[src/rtl/pulse_scheduler.sv]
// pulse_scheduler: round-robin owner arbitration for one shared pulse_generator.
// A granted requester gets a burst of req_count pulses at a period of req_ticks
// clock ticks; the scheduler loads the generator, counts its output pulses and
// strobes done to the owner when the burst completes.
//
// Ports:
//   clk, rst        system clock, synchronous active-high reset
//   req             per-requester level request (held until done or withdrawn)
//   req_ticks       packed periods, requester i at [i*N +: N]
//   req_count       packed burst lengths, requester i at [i*C +: C]
//   grant           one-hot current owner, zero when idle
//   done            one-hot, one-cycle burst-complete strobe
//   busy            scheduler not idle
//   pulse_out       generator pulse qualified by the RUN state (combinational)
//   gen_rst/gen_ena/gen_ticks  drive the shared generator
//   gen_out         generator output pulse
module pulse_scheduler #(
    parameter int unsigned NUM_REQ = 4,
    parameter int unsigned N       = 7,
    parameter int unsigned C       = 8
) (
    input  logic                 clk,
    input  logic                 rst,
    input  logic [NUM_REQ-1:0]   req,
    input  logic [NUM_REQ*N-1:0] req_ticks,
    input  logic [NUM_REQ*C-1:0] req_count,
    output logic [NUM_REQ-1:0]   grant,
    output logic [NUM_REQ-1:0]   done,
    output logic                 busy,
    output logic                 pulse_out,
    output logic                 gen_rst,
    output logic                 gen_ena,
    output logic [N-1:0]         gen_ticks,
    input  logic                 gen_out
);

    localparam int unsigned IW  = (NUM_REQ > 1) ? $clog2(NUM_REQ) : 1;
    localparam int unsigned IW1 = IW + 1;

    localparam logic [1:0] S_IDLE = 2'd0;
    localparam logic [1:0] S_LOAD = 2'd1;
    localparam logic [1:0] S_RUN  = 2'd2;
    localparam logic [1:0] S_DONE = 2'd3;

    logic [1:0]         state, state_d;
    logic [IW-1:0]      idx, idx_d;
    logic [IW-1:0]      rr, rr_d;
    logic [C-1:0]       remaining, remaining_d;
    logic [NUM_REQ-1:0] grant_d, done_d;
    logic               busy_d, gen_rst_d, gen_ena_d;
    logic [N-1:0]       gen_ticks_d;

    logic               found;
    logic [IW-1:0]      pick;
    logic [IW1-1:0]     cand;
    logic [IW-1:0]      idx_next;

    // First asserted request at or above the rr pointer, wrapping.
    always_comb begin
        found = 1'b0;
        pick  = '0;
        cand  = '0;
        for (int unsigned k = 0; k < NUM_REQ; k++) begin
            cand = {1'b0, rr} + IW1'(k);
            if (cand >= IW1'(NUM_REQ)) begin
                cand = cand - IW1'(NUM_REQ);
            end
            if (!found && req[cand[IW-1:0]]) begin
                found = 1'b1;
                pick  = cand[IW-1:0];
            end
        end
    end

    // Pointer value that gives the current owner lowest priority.
    assign idx_next = (idx == IW'(NUM_REQ - 1)) ? '0 : idx + IW'(1);

    // Next-state logic; registered outputs are derived from the state being entered.
    always_comb begin
        state_d     = state;
        idx_d       = idx;
        rr_d        = rr;
        remaining_d = remaining;
        gen_ticks_d = gen_ticks;

        case (state)
            S_IDLE: begin
                if (found) begin
                    idx_d       = pick;
                    gen_ticks_d = req_ticks[int'(pick) * N +: N];
                    remaining_d = req_count[int'(pick) * C +: C];
                    state_d     = (remaining_d == '0) ? S_DONE : S_LOAD;
                end
            end
            S_LOAD: begin
                if (!req[idx]) begin
                    state_d = S_IDLE;
                    rr_d    = idx_next;
                end else begin
                    state_d = S_RUN;
                end
            end
            S_RUN: begin
                // Withdrawal wins over a coincident final pulse: no done strobe.
                if (!req[idx]) begin
                    state_d = S_IDLE;
                    rr_d    = idx_next;
                end else if (gen_out) begin
                    remaining_d = remaining - C'(1);
                    if (remaining == C'(1)) begin
                        state_d = S_DONE;
                    end
                end
            end
            default: begin
                state_d = S_IDLE;
                rr_d    = idx_next;
            end
        endcase

        grant_d   = (state_d != S_IDLE) ? ({{(NUM_REQ-1){1'b0}}, 1'b1} << idx_d) : '0;
        done_d    = (state_d == S_DONE) ? ({{(NUM_REQ-1){1'b0}}, 1'b1} << idx_d) : '0;
        busy_d    = (state_d != S_IDLE);
        gen_ena_d = (state_d == S_RUN);
        gen_rst_d = (state_d != S_RUN);
    end

    // State and registered outputs.
    always_ff @(posedge clk) begin
        if (rst) begin
            state     <= S_IDLE;
            idx       <= '0;
            rr        <= '0;
            remaining <= '0;
            grant     <= '0;
            done      <= '0;
            busy      <= 1'b0;
            gen_rst   <= 1'b1;
            gen_ena   <= 1'b0;
            gen_ticks <= '0;
        end else begin
            state     <= state_d;
            idx       <= idx_d;
            rr        <= rr_d;
            remaining <= remaining_d;
            grant     <= grant_d;
            done      <= done_d;
            busy      <= busy_d;
            gen_rst   <= gen_rst_d;
            gen_ena   <= gen_ena_d;
            gen_ticks <= gen_ticks_d;
        end
    end

    assign pulse_out = gen_out & (state == S_RUN);

endmodule

[config.mk]
export PLATFORM = sky130hd
export DESIGN_NAME = pulse_scheduler
export DESIGN_NICKNAME = d
export VERILOG_FILES = /design/src/rtl/pulse_scheduler.sv
export SDC_FILE = /design/constraint.sdc
export NUM_CORES = 1
export LEC_CHECK = 0
export BUFFER_PORTS_ARGS = -buffer_cell sky130_fd_sc_hd__buf_2
export CAP_MARGIN = 20
export CELL_PAD_IN_SITES_DETAIL_PLACEMENT = 1
export CELL_PAD_IN_SITES_GLOBAL_PLACEMENT = 1
export CORE_MARGIN = 2
export CORE_UTILIZATION = 38
export CTS_BUF_LIST = sky130_fd_sc_hd__clkbuf_2
export DETAILED_ROUTE_END_ITERATION = 16
export GPL_TIMING_DRIVEN = 0
export PLACE_DENSITY = 0.95
export SETUP_SLACK_MARGIN = 0.5
export SLEW_MARGIN = 20
export SYNTH_ARGS = -nofsm -noshare
export SYNTH_HDL_FRONTEND = slang
export SYNTH_SLANG_ARGS = --single-unit
[constraint.sdc]
create_clock -name clk -period 5.5 [get_ports clk]
set_input_delay 0.825 -clock clk [delete_from_list [all_inputs] [get_ports clk]]
set_output_delay 0.825 -clock clk [all_outputs]
set_load 0.01 [all_outputs]
==> results.md <==
* Outcome: completed
* Via Count at 2147
* Rows at 26
* Critical path class: in -> reg
* Crit path max-delay family: compound AO/OA/AOI/OAI gates
* # port buffers at 85
* Inserted Clock Buffers at 5
* Ys async rst share at 0
* Leakage at approximately 1.2 nW
* Max cap viols at 0
* Largest net degree at the start of global routing at 11
* Mean Syn Cell Area at roughly 8.7 um2
* RSZ-0062 raised after global routing: no
* IO Pins at 86
* Setup Buffers After CTS at 0
* Worst Hold End: gen_ticks[3]
* Placed cells at roughly 390
* Sequential area share after synthesis at 0.3190
* Number of gates resized after CTS at 0
* Gp weighted congestion at 0.8645
* Worst R2R Setup Slack at about 2.6 ns
* Clk slew on worst S/H paths at around 0.19 ns
* Crit start category: primary input
* CP max-delay cell: a2111oi_0
* Area grow syn2layout at 28.79%
* Total Wirelength at slightly below 7000 um
* Skew final at 0.02932 ns
* CP Buf/Inv Count at 1
* Synthesis Warnings at 0
* Worst Hold Class: reg -> reg
* FF-to-FF path depth at 8
* Post-synth net total at between 300 and 400
* Final instance area at about 2600 um2
* Fmax at around 330 MHz
* Pins Over Slew Limit at 0
* Hold WS at between 0.5 and 0.6 ns
* CORE AREA at 5107 um2
* GRT Util Overall at 0.2356
* Post-route ant nets at 0
* Initial antenna violation count at 0
* Relative slew slack at 0.4736
* Most common cell after layout, fill and taps aside: buf_2
* Final nets at between 300 and 400
* Vias in the first global route at roughly 2200
* WP data arrival at about 3.4 ns
* Hold Crit Start: gen_ticks[3]
* Placed Area at between 2000 and 3000 um2
* Cts hold-fix bufs at 0
* Min Tclk post-route at ~3.0 ns
* Share of layout cells above drive strength 1 at 0.3333
* Die span in x at roughly 77 um
* Worst setup EP type: flip-flop
* Initial Util at 0.3932
* Longest Clk Path Bufs at 2
* Post-DP HPWL at 5220 um
* Critical R2R Capture: gen_rst
* CP max FO at 7
* First-pass GRT wire length at about 11000 um
* R2r startpoint: state[1]
* Vias per cell at between 5 and 6
* Final Cycle Share at 0.5543
* Mapped cell area at ~2000 um2
* Syn Inst Count at around 230
* CP max stage delay at around 0.7 ns
* Post-synth EDFFs at 0
* Worst-path cell chain: buf_2 -> nor2b_1 -> o21a_1 -> a2111oi_0 -> a22oi_1 -> nor4bb_1 -> a21oi_2 -> or4_1
* Clock Latency Late Sink at 0.40 ns
* Hold Crit Depth at 2
* Die area at roughly 5900 um2
* Setup TNS at 0 ns
* Worst EP required at about 5.8 ns
* Die Ht at between 70 and 80 um
* Main synth FF type: dfxtp_1
* Synthesis-stage register bit count at 32
* H-tree depth at 2
* Worst-Margin Slew at just under 0.8 ns
* Drt drc at 0
* CTS tree: built
* Most frequent cells in the layout: buf_2 (86), mux2i_1 (32), dfxtp_1 (32)
* CTS root buffer: clkbuf_2
* First DRT Iteration DRCs at roughly 60
* Iteration count of the initial detailed-routing pass at 4
* Avg WL per Cell at between 15 and 20 um
* Clk sinks at 32
* Final hold violation count at 0
* Setup violators final at 0
* Post-synth cell types at 42
* Pwr Density at about 320 nW/um2
* Post-route insts no fill at slightly below 400
* IR drop worst, VDD at between 100 and 150 uV
* FILL cells at around 650
* GRT overflow at 0
* Inserted Diodes at 0
==> cells by family after synthesis <==
kind of cell | synth area share
AO/OA/AOI/OAI | 0.1913
adder cells (fa/ha/maj) | 0.04361
buffers and inverters | 0.04735
flip-flops | 0.3190
multiplexers | 0.1950
AND/OR/NAND/NOR | 0.2037
==> report_power, final <==
group          total, W  switching, W  internal (W)
Sequential     0.000298     0.0000289      0.000269
Clock          0.000165     0.0000868     0.0000782
Combinational  0.000362      0.000210      0.000152
==> routing by layer <==
layer,up-vias,global-route usage,wire length [um]
met4,0,0.04909,61
met2,57,0.4404,3543
met5,-,0,0
met1,1058,0.2785,2880
li1,1026,-,-
met3,6,0.04353,249
==> worst reg2reg max path, stage by stage (launching register included) <==
cell and delay, ns:
dfxtp_1 0.40, inv_1 0.10, ha_1 0.26, nand2b_1 0.09, a2111oi_0 0.62, a22oi_1 0.22
nor4bb_1 0.51, a21oi_2 0.20, or4_1 0.41
==> area by class of cell <==
| cell class | count | area (um2) | share of cell area |
|---|---|---|---|
| Multi-Input combinational cell | 180 | 1272 | 0.4920 |
| Tap cell | 70 | 87.58 | 0.03387 |
| Inverter | 6 | 22.52 | 0.008708 |
| Sequential cell | 32 | 640.6 | 0.2477 |
| Clock buffer | 6 | 30.03 | 0.01161 |
| Clock inverter | 2 | 35.03 | 0.01355 |
| Buffer | 13 | 72.57 | 0.02806 |
| Timing Repair Buffer | 85 | 425.4 | 0.1645 |
==> metrics by stage <==
stage	power [W]	utilization	worst slack [ns]
floorplan	0.0005421	-	2.726
global placement	0.0006362	0.4936	2.013
detailed placement	0.0006574	0.4936	1.981
CTS	0.0008239	0.5064	2.463
global route	0.0008785	0.5064	2.332
finish	0.0008252	0.5064	2.451
==> synthesized netlist by cell type, types with 2 or more instances <==
| library cell | instances | area share |
|---|---|---|
| a21oi_1 | 14 | 0.035 |
| nand2_1 | 18 | 0.034 |
| nand2b_1 | 2 | 0.0062 |
| a21oi_2 | 2 | 0.0087 |
| or3_1 | 3 | 0.0093 |
| and3_1 | 2 | 0.0062 |
| dfxtp_1 | 32 | 0.32 |
| ha_1 | 7 | 0.044 |
| a211oi_1 | 17 | 0.064 |
| nand3_1 | 2 | 0.0050 |
| nor2b_1 | 9 | 0.028 |
| and2_1 | 3 | 0.0093 |
| nor4b_1 | 2 | 0.0087 |
| o21ai_0 | 8 | 0.020 |
| nor4_1 | 2 | 0.0062 |
| mux2_2 | 4 | 0.022 |
| inv_1 | 6 | 0.011 |
| nor3_1 | 5 | 0.012 |
| mux2i_1 | 32 | 0.16 |
| o22ai_1 | 3 | 0.0093 |
| a22oi_1 | 6 | 0.022 |
| clkbuf_1 | 8 | 0.015 |
| nor2_1 | 25 | 0.047 |
==> how the worst max path moves through the flow <==
stage / startpoint / to / cells past startpoint
global placement: req[2] / gen_rst / 8
CTS: req[2] / gen_rst / 8
detailed placement: req[2] / gen_rst / 8
floorplan: req[1] / gen_rst / 10
global route: req[2] / gen_rst / 8
finish: req[2] / gen_rst / 8
==> flip-flops by register name (all words and copies together), names as in the netlist <==
register	count
idx	2
done	4
grant	4
gen_ena	1
state	2
gen_ticks	7
busy	1
remaining	8
gen_rst	1
rr	2
No activity file was read; power rests on OpenSTA's default activity.
